File: src/rtl/dp_control_unit.sv
`default_nettype none
// ============================================================================
// Module   : dp_control_unit
// Brief    : Fetch/decode/execute sequencer for the RegisterFile, BarrelShifter
//            and ARM_ALU datapath; data-processing instructions only.
// Revision : 1.0 - initial release
// ============================================================================
module dp_control_unit #(
    parameter int CNT_W         = 16,
    parameter int FETCH_TIMEOUT = 255
) (
    input  logic             Clk,
    input  logic             RESET,
    input  logic [31:0]      MEM_DATA,
    input  logic             MFC,
    input  logic [3:0]       FLAGS,
    output logic [31:0]      IR,
    output logic             MOV,
    output logic [19:0]      RSLCT,
    output logic [4:0]       OP,
    output logic             S,
    output logic             ALU_OUT,
    output logic             LOAD,
    output logic             LOADPC,
    output logic             PC_INC,
    output logic             IR_CU,
    output logic             UNDEF,
    output logic             TIMEOUT,
    output logic [CNT_W-1:0] RETIRED
);

    localparam int              c_TO_W    = $clog2(FETCH_TIMEOUT + 1);
    localparam logic [c_TO_W-1:0] c_TO_MAX  = c_TO_W'(FETCH_TIMEOUT);
    localparam logic [c_TO_W-1:0] c_TO_LAST = c_TO_W'(FETCH_TIMEOUT - 1);

    localparam logic [1:0]  c_FETCH    = 2'd0;
    localparam logic [1:0]  c_PC_UPD   = 2'd1;
    localparam logic [1:0]  c_DECODE   = 2'd2;
    localparam logic [1:0]  c_EXECUTE  = 2'd3;

    localparam logic [4:0]  c_OP_IDLE  = 5'd17;
    localparam logic [19:0] c_RSLCT_PC = 20'hF0000;

    logic [1:0]        r_state;
    logic [31:0]       r_ir;
    logic              r_mov;
    logic [19:0]       r_rslct;
    logic [4:0]        r_op;
    logic              r_s;
    logic              r_alu_out;
    logic              r_load;
    logic              r_loadpc;
    logic              r_pc_inc;
    logic              r_ir_cu;
    logic              r_undef;
    logic              r_timeout;
    logic [CNT_W-1:0]  r_retired;
    logic [c_TO_W-1:0] r_to_cnt;

    logic w_n, w_z, w_c, w_v;
    logic w_cond_pass;
    logic w_is_dp;
    logic w_is_test;

    assign w_n       = FLAGS[3];
    assign w_z       = FLAGS[2];
    assign w_c       = FLAGS[1];
    assign w_v       = FLAGS[0];
    assign w_is_dp   = (r_ir[27:26] == 2'b00);
    // TST/TEQ/CMP/CMN occupy opcodes 8..11 and only update flags
    assign w_is_test = (r_ir[24:23] == 2'b10);

    always_comb begin
        w_cond_pass = 1'b0;
        case (r_ir[31:28])
            4'h0:    w_cond_pass = w_z;
            4'h1:    w_cond_pass = ~w_z;
            4'h2:    w_cond_pass = w_c;
            4'h3:    w_cond_pass = ~w_c;
            4'h4:    w_cond_pass = w_n;
            4'h5:    w_cond_pass = ~w_n;
            4'h6:    w_cond_pass = w_v;
            4'h7:    w_cond_pass = ~w_v;
            4'h8:    w_cond_pass = w_c & ~w_z;
            4'h9:    w_cond_pass = ~w_c | w_z;
            4'hA:    w_cond_pass = (w_n == w_v);
            4'hB:    w_cond_pass = (w_n != w_v);
            4'hC:    w_cond_pass = ~w_z & (w_n == w_v);
            4'hD:    w_cond_pass = w_z | (w_n != w_v);
            4'hE:    w_cond_pass = 1'b1;
            default: w_cond_pass = 1'b0;
        endcase
    end

    always_ff @(posedge Clk) begin
        if (RESET) begin
            r_state   <= c_FETCH;
            r_ir      <= '0;
            r_mov     <= 1'b0;
            r_rslct   <= '0;
            r_op      <= c_OP_IDLE;
            r_s       <= 1'b0;
            r_alu_out <= 1'b0;
            r_load    <= 1'b0;
            r_loadpc  <= 1'b0;
            r_pc_inc  <= 1'b0;
            r_ir_cu   <= 1'b0;
            r_undef   <= 1'b0;
            r_timeout <= 1'b0;
            r_retired <= '0;
            r_to_cnt  <= '0;
        end else begin
            // Single-cycle controls fall back to idle unless the next state asks for them
            r_op      <= c_OP_IDLE;
            r_s       <= 1'b0;
            r_alu_out <= 1'b0;
            r_load    <= 1'b0;
            r_loadpc  <= 1'b0;
            r_pc_inc  <= 1'b0;
            r_undef   <= 1'b0;
            case (r_state)
                c_FETCH: begin
                    r_ir_cu <= 1'b0;
                    r_rslct <= c_RSLCT_PC;
                    if (MFC) begin
                        r_ir     <= MEM_DATA;
                        r_mov    <= 1'b0;
                        r_to_cnt <= '0;
                        r_loadpc <= 1'b1;
                        r_pc_inc <= 1'b1;
                        r_state  <= c_PC_UPD;
                    end else begin
                        r_mov <= 1'b1;
                        if (r_to_cnt != c_TO_MAX) begin
                            r_to_cnt <= r_to_cnt + 1'b1;
                        end
                        if (r_to_cnt == c_TO_LAST) begin
                            r_timeout <= 1'b1;
                        end
                    end
                end
                c_PC_UPD: begin
                    r_rslct <= {r_ir[19:16], r_ir[15:12], r_ir[11:8], r_ir[3:0], r_ir[15:12]};
                    r_ir_cu <= 1'b1;
                    r_undef <= ~w_is_dp;
                    r_state <= c_DECODE;
                end
                c_DECODE: begin
                    if (!w_is_dp || !w_cond_pass) begin
                        r_mov   <= 1'b1;
                        r_ir_cu <= 1'b0;
                        r_rslct <= c_RSLCT_PC;
                        r_state <= c_FETCH;
                    end else begin
                        r_op      <= {1'b0, r_ir[24:21]};
                        r_s       <= r_ir[20];
                        r_alu_out <= 1'b1;
                        r_load    <= ~w_is_test;
                        r_retired <= r_retired + 1'b1;
                        r_state   <= c_EXECUTE;
                    end
                end
                default: begin
                    r_mov   <= 1'b1;
                    r_ir_cu <= 1'b0;
                    r_rslct <= c_RSLCT_PC;
                    r_state <= c_FETCH;
                end
            endcase
        end
    end

    assign IR      = r_ir;
    assign MOV     = r_mov;
    assign RSLCT   = r_rslct;
    assign OP      = r_op;
    assign S       = r_s;
    assign ALU_OUT = r_alu_out;
    assign LOAD    = r_load;
    assign LOADPC  = r_loadpc;
    assign PC_INC  = r_pc_inc;
    assign IR_CU   = r_ir_cu;
    assign UNDEF   = r_undef;
    assign TIMEOUT = r_timeout;
    assign RETIRED = r_retired;

endmodule
`default_nettype wire

File: config.mk
export PLATFORM = sky130hd
export DESIGN_NAME = dp_control_unit
export DESIGN_NICKNAME = d
export VERILOG_FILES = /design/src/rtl/dp_control_unit.sv
export SDC_FILE = /design/constraint.sdc
export NUM_CORES = 1
export LEC_CHECK = 0
export CORE_MARGIN = 2
export CORE_UTILIZATION = 35
export CTS_CLUSTER_DIAMETER = 120
export CTS_CLUSTER_SIZE = 14
export DETAILED_ROUTE_END_ITERATION = 10
export PLACE_DENSITY = 0.76
export SYNTH_ARGS = -nofsm -noshare
export SYNTH_HDL_FRONTEND = slang
export SYNTH_SLANG_ARGS = --single-unit
File: constraint.sdc
create_clock -name Clk -period 1.9 [get_ports Clk]
set_input_delay 0.38 -clock Clk [delete_from_list [all_inputs] [get_ports Clk]]
set_output_delay 0.38 -clock Clk [all_outputs]
set_load 0.05 [all_outputs]
==> flow_results.xml, run 1 <==
<?xml version="1.0" encoding="UTF-8"?>
<metrics>
  <group name="routing">
    <metric name="dr_wl_cell" unit="µm">14.60</metric>
    <metric name="wirelength" unit="µm">9051</metric>
    <metric name="routed_via_density" unit="">5.045</metric>
    <metric name="num_vias" unit="">3128</metric>
    <metric name="final_antenna_net_count" unit="">0</metric>
    <metric name="detail_route.first_pass.iterations" unit="">4</metric>
    <metric name="residual_drc" unit="">0</metric>
    <metric name="dr.first_iter.drc_count" unit="">106</metric>
  </group>
  <group name="cells_and_area">
    <metric name="fin_area" unit="µm²">5260</metric>
    <metric name="final_common_cell" unit="">sky130_fd_sc_hd__buf_4</metric>
    <metric name="drive_gt1_frac" unit="">0.3055</metric>
    <metric name="mostFrequentLayoutCells" unit="">84 x sky130_fd_sc_hd__buf_4, 82 x sky130_fd_sc_hd__dfxtp_1, 41 x sky130_fd_sc_hd__a22o_1</metric>
    <metric name="finish.cell_count_without_fillers" unit="">620</metric>
    <metric name="finalNetCount" unit="">528</metric>
    <metric name="ant_cells" unit="">0</metric>
    <metric name="postLayoutCoreUtil" unit="">0.5666</metric>
    <metric name="flow.area_growth_from_synthesis" unit="%">56.11</metric>
    <metric name="layout.filler_cells" unit="">821</metric>
  </group>
  <group name="synth">
    <metric name="synth_area" unit="µm²">3369</metric>
    <metric name="synth_cell_type_count" unit="">50</metric>
    <metric name="synthDominantAreaCellType" unit="">sky130_fd_sc_hd__dfxtp_1</metric>
    <metric name="number_of_enable_flip_flop_cells_after_synthesis" unit="">0</metric>
    <metric name="synth.area.top_cells" unit="">sky130_fd_sc_hd__dfxtp_1 52%, sky130_fd_sc_hd__a22o_1 11%, sky130_fd_sc_hd__nor2_1 2.9%, sky130_fd_sc_hd__o31ai_1 2.7%, sky130_fd_sc_hd__or4_1 2.5%</metric>
    <metric name="mappedNetlistNets" unit="">378</metric>
    <metric name="synth-main-ff-cell" unit="">sky130_fd_sc_hd__dfxtp_1</metric>
    <metric name="seq_area_frac_synth" unit="">0.5169</metric>
    <metric name="postSynth.asyncResetShare" unit="">0</metric>
    <metric name="post_synth_inst_count" unit="">336</metric>
    <metric name="synth_top_area_share" unit="">0.5169</metric>
    <metric name="avgSynthCellArea" unit="µm²">10.03</metric>
    <metric name="synth-warning-count" unit="">0</metric>
    <metric name="ys_ff_latch" unit="">87</metric>
  </group>
  <group name="placement">
    <metric name="numPortBuffers" unit="">120</metric>
    <metric name="globalplace.congestion" unit="">0.7699</metric>
    <metric name="dp_hpwl" unit="µm">6393</metric>
    <metric name="placed_cells_incl_taps" unit="">596</metric>
    <metric name="placed_area" unit="µm²">4850</metric>
  </group>
  <group name="grt">
    <metric name="grt_first_pass_wirelength" unit="µm">14260</metric>
    <metric name="grt_antenna_before_repair" unit="">0</metric>
    <metric name="grt_pass1_vias" unit="">3039</metric>
    <metric name="grt_remaining_overflow" unit="">0</metric>
    <metric name="grt.total_usage" unit="">0.1753</metric>
    <metric name="pin_count_of_the_biggest_net_entering_global_routing" unit="">32</metric>
  </group>
  <group name="timing">
    <metric name="setup_viol" unit="">44</metric>
    <metric name="timing.max_slew.rel_slack" unit="">0.3167</metric>
    <metric name="timing.final.ws_setup" unit="ns">-0.2634</metric>
    <metric name="final.period_utilization" unit="">1.139</metric>
    <metric name="timing.final.hold_violations" unit="">0</metric>
    <metric name="clock-skew-final" unit="ns">0.01116</metric>
    <metric name="grt_setup_unrepaired" unit="">true</metric>
    <metric name="maxClockFrequency" unit="MHz">462.2</metric>
    <metric name="period_minus_slack" unit="ns">2.163</metric>
    <metric name="hold-worst-slack" unit="ns">0.4737</metric>
    <metric name="worstMarginPinSlew" unit="ns">1.021</metric>
    <metric name="maxSlewViolCount" unit="">0</metric>
  </group>
  <group name="power_and_ir_drop">
    <metric name="power_leakage" unit="nW">2.336</metric>
    <metric name="power" unit="mW">4.357</metric>
    <metric name="peakVddDrop" unit="V">0.0005084</metric>
    <metric name="power_per_cell_area" unit="nW/µm²">828.3</metric>
  </group>
  <group name="die">
    <metric name="core" unit="µm²">9284</metric>
    <metric name="placementRows" unit="">35</metric>
    <metric name="floorplan.initialDensity" unit="">0.3629</metric>
    <metric name="design.portCount" unit="">121</metric>
    <metric name="dieArea" unit="µm²">10430</metric>
    <metric name="floorplan.die.width" unit="µm">102.1</metric>
    <metric name="die-height" unit="µm">102.1</metric>
  </group>
  <group name="worst_setup_path">
    <metric name="worstSetupStartpointType" unit="">register</metric>
    <metric name="critical_path_maximum_fanout" unit="">8</metric>
    <metric name="startpoint" unit="">IR[29]$_SDFFE_PP0P_</metric>
    <metric name="critical_path.endpoint_type" unit="">register</metric>
    <metric name="worstSetupPathType" unit="">register to register</metric>
    <metric name="critical_register_to_register_path_startpoint" unit="">IR[29]$_SDFFE_PP0P_</metric>
    <metric name="worstPathRequired" unit="ns">2.18</metric>
    <metric name="arrival" unit="ns">2.44</metric>
  </group>
  <group name="cts">
    <metric name="clock_sinks" unit="">87</metric>
    <metric name="cts.reportedPaths.clkPinSlew" unit="ns">0.09</metric>
    <metric name="tritoncts" unit="">done</metric>
    <metric name="clk_root_buffer_cell" unit="">sky130_fd_sc_hd__clkbuf_8</metric>
    <metric name="cts_inserted_buffers" unit="">9</metric>
    <metric name="clock_insertion_delay_worst_skew" unit="ns">0.35</metric>
    <metric name="clk_path_buf_depth" unit="">2</metric>
    <metric name="htree_depth" unit="">3</metric>
  </group>
  <group name="status">
    <metric name="outcome" unit="">finished, violations left</metric>
    <metric name="failed_checks" unit="">setup timing</metric>
  </group>
  <group name="hold_path">
    <metric name="hold_path.startpoint" unit="">MOV$_SDFFE_PP0P_</metric>
    <metric name="worstHoldPathType" unit="">register to register</metric>
  </group>
  <group name="flow_run">
    <metric name="maxCapViolCount" unit="">0</metric>
  </group>
</metrics>
[cell families (layout without fill, tap and decap cells)]
family | Yosys count | after routing | synth area share
and+or+nand+nor | 108 | 108 | 0.1719
muxes | 7 | 7 | 0.02302
adders and majority gates | 3 | 3 | 0.01114
DFF | 87 | 87 | 0.5169
AOI/OAI and AO/OA | 87 | 87 | 0.1998
buffers and inverters | 36 | 191 | 0.05644
xor gates and xnor gates | 8 | 8 | 0.02080
[cell usage after synthesis (2+ instances only)]
master,n
sky130_fd_sc_hd__or3_1,2
sky130_fd_sc_hd__xnor2_1,3
sky130_fd_sc_hd__o21ai_0,6
sky130_fd_sc_hd__a21oi_1,15
sky130_fd_sc_hd__nor2b_1,3
sky130_fd_sc_hd__clkbuf_1,13
sky130_fd_sc_hd__and3_1,3
sky130_fd_sc_hd__o31ai_1,12
sky130_fd_sc_hd__mux2_1,2
sky130_fd_sc_hd__mux2i_1,4
sky130_fd_sc_hd__ha_1,3
sky130_fd_sc_hd__nand2b_1,6
sky130_fd_sc_hd__buf_6,3
sky130_fd_sc_hd__nand4_1,3
sky130_fd_sc_hd__nor2_1,26
sky130_fd_sc_hd__xor2_1,5
sky130_fd_sc_hd__nand3_1,10
sky130_fd_sc_hd__buf_4,8
sky130_fd_sc_hd__a22o_1,41
sky130_fd_sc_hd__and2_1,4
sky130_fd_sc_hd__inv_1,10
sky130_fd_sc_hd__nand2_1,15
sky130_fd_sc_hd__or2_2,2
sky130_fd_sc_hd__nor3_1,13
sky130_fd_sc_hd__dfxtp_1,87
sky130_fd_sc_hd__or4_1,11
sky130_fd_sc_hd__buf_2,2
sky130_fd_sc_hd__a21boi_0,2
[registers in the layout, indices dropped and copies added (netlist names)]
register / count
PC_INC: 1
IR_CU: 1
TIMEOUT: 1
ALU_OUT: 1
LOAD: 1
UNDEF: 1
r_to_cnt: 8
OP: 5
RETIRED: 16
r_state: 2
IR: 32
S: 1
MOV: 1
RSLCT: 16
[worst paths after layout]
path	endpoint	slack, ns	cells past startpoint
min reg2reg	MOV$_SDFFE_PP0P_	0.47	2
max reg2reg	RETIRED[2]$_SDFFE_PP0P_	-0.26	7
max	RETIRED[2]$_SDFFE_PP0P_	-0.26	7
min	MOV$_SDFFE_PP0P_	0.47	2
[metrics by stage]
step	setup TNS [ns]	worst slack, ns
after floorplan	-5.188	-0.2070
after global placement	-26.01	-0.6842
after detailed placement	-29.60	-0.7783
after CTS	-6.423	-0.2392
after global routing	-10.28	-0.3171
final	-7.202	-0.2634
[report_power, final]
group | switching (mW) | internal (mW) | total [mW]
sequential | 0.0746 | 1.91 | 1.99
clock | 0.666 | 0.616 | 1.28
combinational | 0.604 | 0.485 | 1.09
total | 1.34 | 3.01 | 4.36
[layer usage]
metal  track usage  vias to the layer above  share of wire
met3       0.07045                        9          0.094
met1        0.2052                     1480           0.42
met2        0.2880                      113           0.48
met5             0                        -              0
met4       0.06974                        0          0.012
li1              -                     1526              -
[worst max-delay path, stage by stage (launching register included)]
cell and delay [ns]:
sky130_fd_sc_hd__dfxtp_4 0.38, sky130_fd_sc_hd__or3b_4 0.38, sky130_fd_sc_hd__o22ai_2 0.17, sky130_fd_sc_hd__a211o_2 0.18, sky130_fd_sc_hd__a221oi_4 0.09, sky130_fd_sc_hd__bufbuf_16 0.29, sky130_fd_sc_hd__or4_1 0.48, sky130_fd_sc_hd__a21oi_1 0.14
[repair_timing]
action                                  in CTS  in global routing
endpoints found under the setup margin      61                 56
hold buffers                                 0                  0
pin swaps                                    3                  4
gates resized for setup                     34                 29
endpoints found under the hold margin        0                  0
buffers inserted                             4                  2
gates cloned                                 2                  1
[final cells by class]
class / instances / area, µm² / share of cell area
flip-flops and latches: 87 / 1755 / 0.3337
well taps: 129 / 161.4 / 0.03069
repair buffers: 165 / 1535 / 0.2919
clock buffers: 10 / 127.6 / 0.02426
inverters: 10 / 37.54 / 0.007136
multi-input cells: 213 / 1575 / 0.2995
clock inverters: 6 / 67.56 / 0.01284
No activity file was read; power rests on OpenSTA's default activity.
==> inputs of run 2 (changes only) <==
--- a/config.mk
+++ b/config.mk
@@ -10,7 +10,8 @@
 export CTS_CLUSTER_DIAMETER = 120
 export CTS_CLUSTER_SIZE = 14
 export DETAILED_ROUTE_END_ITERATION = 10
-export PLACE_DENSITY = 0.76
+export HOLD_SLACK_MARGIN = 0.15
+export PLACE_DENSITY = 0.73
 export SYNTH_ARGS = -nofsm -noshare
 export SYNTH_HDL_FRONTEND = slang
 export SYNTH_SLANG_ARGS = --single-unit
==> constraint.sdc (replaced) <==
create_clock -name Clk -period 2.2 [get_ports Clk]
set_input_delay 0.44 -clock Clk [delete_from_list [all_inputs] [get_ports Clk]]
set_output_delay 0.44 -clock Clk [all_outputs]
set_load 0.05 [all_outputs]
==> run 2 against run 1 <==
Net effect: the flow now finishes without violations; cell count decreased by 3.7%; clock skew increased by 0.0014 ns; count of clock-buffer cells in the layout unchanged; sequential power decreased by 14%; core utilization decreased by 1.7 points; via count decreased by 2.6%; sequential share of layout area increased by 0.99 points; register-to-register slack improved by 0.33 ns; sequential cell count unchanged; final area decreased by 3.0%; clock power decreased by 5%.
==> flow_results.xml, run 2 (synthesized netlist as in run 1, its figures left out) <==
<?xml version="1.0" encoding="UTF-8"?>
<metrics>
  <group name="hold_path">
    <metric name="worstHoldPathType" unit="">register to register</metric>
    <metric name="hold_path_depth" unit="">1</metric>
  </group>
  <group name="status">
    <metric name="outcome" unit="">finished clean</metric>
  </group>
  <group name="die">
    <metric name="core" unit="µm²">9284</metric>
    <metric name="dieArea" unit="µm²">10430</metric>
    <metric name="design.portCount" unit="">121</metric>
    <metric name="placementRows" unit="">35</metric>
    <metric name="floorplan.die.width" unit="µm">102.1</metric>
    <metric name="die-height" unit="µm">102.1</metric>
    <metric name="floorplan.initialDensity" unit="">0.3629</metric>
  </group>
  <group name="timing">
    <metric name="timing.max_slew.rel_slack" unit="">0.6298</metric>
    <metric name="worstMarginPinSlew" unit="ns">0.5536</metric>
    <metric name="timing.final.hold_violations" unit="">0</metric>
    <metric name="clock-skew-final" unit="ns">0.01260</metric>
    <metric name="setup_viol" unit="">0</metric>
    <metric name="grt_setup_unrepaired" unit="">false</metric>
    <metric name="maxSlewViolCount" unit="">0</metric>
    <metric name="final.period_utilization" unit="">0.9695</metric>
    <metric name="hold-worst-slack" unit="ns">0.4884</metric>
    <metric name="finalSetupTns" unit="ns">0</metric>
    <metric name="timing.final.ws_setup" unit="ns">0.06708</metric>
    <metric name="maxClockFrequency" unit="MHz">468.8</metric>
    <metric name="period_minus_slack" unit="ns">2.133</metric>
  </group>
  <group name="cts">
    <metric name="clk_path_buf_depth" unit="">2</metric>
    <metric name="clk_root_buffer_cell" unit="">sky130_fd_sc_hd__clkbuf_8</metric>
    <metric name="htree_depth" unit="">3</metric>
    <metric name="tritoncts" unit="">done</metric>
    <metric name="cts_inserted_buffers" unit="">9</metric>
    <metric name="cts.reportedPaths.clkPinSlew" unit="ns">0.09</metric>
    <metric name="clock_sinks" unit="">87</metric>
    <metric name="clock_insertion_delay_worst_skew" unit="ns">0.35</metric>
  </group>
  <group name="placement">
    <metric name="placed_area" unit="µm²">4776</metric>
    <metric name="numPortBuffers" unit="">120</metric>
    <metric name="placed_cells_incl_taps" unit="">576</metric>
    <metric name="globalplace.congestion" unit="">0.8553</metric>
    <metric name="preCtsSetupSlack" unit="ns">-0.5252</metric>
    <metric name="dp_hpwl" unit="µm">6239</metric>
  </group>
  <group name="cells_and_area">
    <metric name="ant_cells" unit="">0</metric>
    <metric name="largest_reg_flops" unit="">32</metric>
    <metric name="finalNetCount" unit="">505</metric>
    <metric name="mostFrequentLayoutCells" unit="">116 x sky130_fd_sc_hd__clkdlybuf4s50_1, 84 x sky130_fd_sc_hd__dfxtp_1, 41 x sky130_fd_sc_hd__a22o_1</metric>
    <metric name="fin_area" unit="µm²">5101</metric>
    <metric name="drive_gt1_frac" unit="">0.1218</metric>
    <metric name="final_common_cell" unit="">sky130_fd_sc_hd__clkdlybuf4s50_1</metric>
    <metric name="flow.area_growth_from_synthesis" unit="%">51.39</metric>
    <metric name="postLayoutCoreUtil" unit="">0.5495</metric>
    <metric name="finish.cell_count_without_fillers" unit="">597</metric>
  </group>
  <group name="grt">
    <metric name="grt_remaining_overflow" unit="">0</metric>
    <metric name="grt_antenna_before_repair" unit="">0</metric>
    <metric name="pin_count_of_the_biggest_net_entering_global_routing" unit="">35</metric>
    <metric name="grt_first_pass_wirelength" unit="µm">14480</metric>
    <metric name="grt_pass1_vias" unit="">2918</metric>
    <metric name="grt.total_usage" unit="">0.1779</metric>
  </group>
  <group name="power_and_ir_drop">
    <metric name="clock_power_share" unit="">0.319</metric>
    <metric name="switching_share" unit="">0.3072</metric>
    <metric name="seqPwrFrac" unit="">0.452</metric>
    <metric name="power_leakage" unit="nW">1.877</metric>
    <metric name="power_per_cell_area" unit="nW/µm²">745.2</metric>
    <metric name="cellInternalPower" unit="mW">2.633</metric>
    <metric name="power" unit="mW">3.801</metric>
    <metric name="switchingPower" unit="mW">1.168</metric>
    <metric name="peakVddDrop" unit="V">0.0003738</metric>
    <metric name="pwr-share-comb" unit="">0.229</metric>
  </group>
  <group name="routing">
    <metric name="final_antenna_net_count" unit="">0</metric>
    <metric name="dr.first_iter.drc_count" unit="">106</metric>
    <metric name="wirelength" unit="µm">9146</metric>
    <metric name="dr_wl_cell" unit="µm">15.32</metric>
    <metric name="residual_drc" unit="">0</metric>
    <metric name="routed_via_density" unit="">5.106</metric>
    <metric name="detail_route.first_pass.iterations" unit="">4</metric>
    <metric name="num_vias" unit="">3048</metric>
  </group>
  <group name="worst_setup_path">
    <metric name="setup.reg_to_reg.worst_slack" unit="ns">0.07</metric>
    <metric name="startpoint" unit="">IR[29]$_SDFFE_PP0P_</metric>
    <metric name="critical_path.endpoint_type" unit="">register</metric>
    <metric name="crit_path_max_incr_delay" unit="ns">0.49</metric>
    <metric name="arrival" unit="ns">2.42</metric>
    <metric name="crit_end" unit="">RETIRED[8]$_SDFFE_PP0P_</metric>
    <metric name="critical_register_to_register_path_startpoint" unit="">IR[29]$_SDFFE_PP0P_</metric>
    <metric name="worstSetupStartpointType" unit="">register</metric>
    <metric name="timing.critical_path.cells" unit="">or3b_1, o22ai_1, a211o_2, a221oi_4, buf_6, buf_16, or4_1, a21oi_1</metric>
    <metric name="timing.critical_path.slowest_stage_cell" unit="">sky130_fd_sc_hd__or4_1</metric>
    <metric name="worstRegToRegCells" unit="">8</metric>
    <metric name="worstPathRequired" unit="ns">2.49</metric>
    <metric name="worstSetupPathType" unit="">register to register</metric>
    <metric name="critical_path_maximum_fanout" unit="">7</metric>
    <metric name="r2r-end" unit="">RETIRED[8]$_SDFFE_PP0P_</metric>
  </group>
  <group name="flow_run">
    <metric name="maxCapViolCount" unit="">0</metric>
  </group>
</metrics>
-- run 2: metal layers --
| metal | wire [µm] | track usage | share of wire | vias to the layer above |
|---|---|---|---|---|
| met2 | 4490 | 0.2955 | 0.49 | 96 |
| li1 | - | - | - | 1478 |
| met1 | 3993 | 0.2216 | 0.44 | 1463 |
| met4 | 148 | 0.07590 | 0.016 | 0 |
| met3 | 513 | 0.04172 | 0.056 | 11 |
| met5 | 0 | 0 | 0 | - |
-- run 2: critical path, delay by kind of cell, from the launching register on --
kind	cells	cell delay (ns)
AND/OR/NAND/NOR	2	0.86
buffers and inverters	2	0.27
AO/OA/AOI/OAI	4	0.55
flip-flops	1	0.38
-- run 2: worst min-delay path by stage --
stage	end	from	slack, ns
finish	IR[7]$_SDFFE_PP0P_	IR[7]$_SDFFE_PP0P_	0.49
global route	S$_SDFF_PP0_	IR[20]$_SDFFE_PP0P_	0.51
CTS	IR[7]$_SDFFE_PP0P_	IR[7]$_SDFFE_PP0P_	0.49
detailed placement	MOV$_SDFFE_PP0P_	MOV$_SDFFE_PP0P_	0.46
global placement	OP[0]$_SDFF_PP1_	IR[21]$_SDFFE_PP0P_	0.46
floorplan	r_to_cnt[7]$_SDFFE_PP0P_	r_to_cnt[7]$_SDFFE_PP0P_	0.48
-- run 2: cell type report --
class	count	area, µm²
fillers	849	4183
flip-flops and latches	87	1753
multi-input cells	213	1470
repair buffers	142	1459
well taps	129	161.4
clock buffers	10	148.9
clock inverters	6	71.32
inverters	10	37.54
-- run 2: what timing repair did --
| item | in CTS | in global routing |
|---|---|---|
| buffers inserted | 2 | 1 |
| setup endpoints to repair | 32 | 11 |
| resized for setup | 10 | 8 |
| pin swaps | 11 | 5 |
| gates cloned | 2 | 0 |
| hold buffers | 0 | 0 |
-- run 2: power groups by stage --
stage                     sequential, mW  combinational [mW]  clock, mW
final                               1.72               0.872       1.21
after CTS                           1.72               0.871       1.24
after detailed placement            1.75               0.785          0
after global routing                1.73               0.921       1.30
after global placement              1.75               0.776          0
after floorplan                     1.97               0.263          0
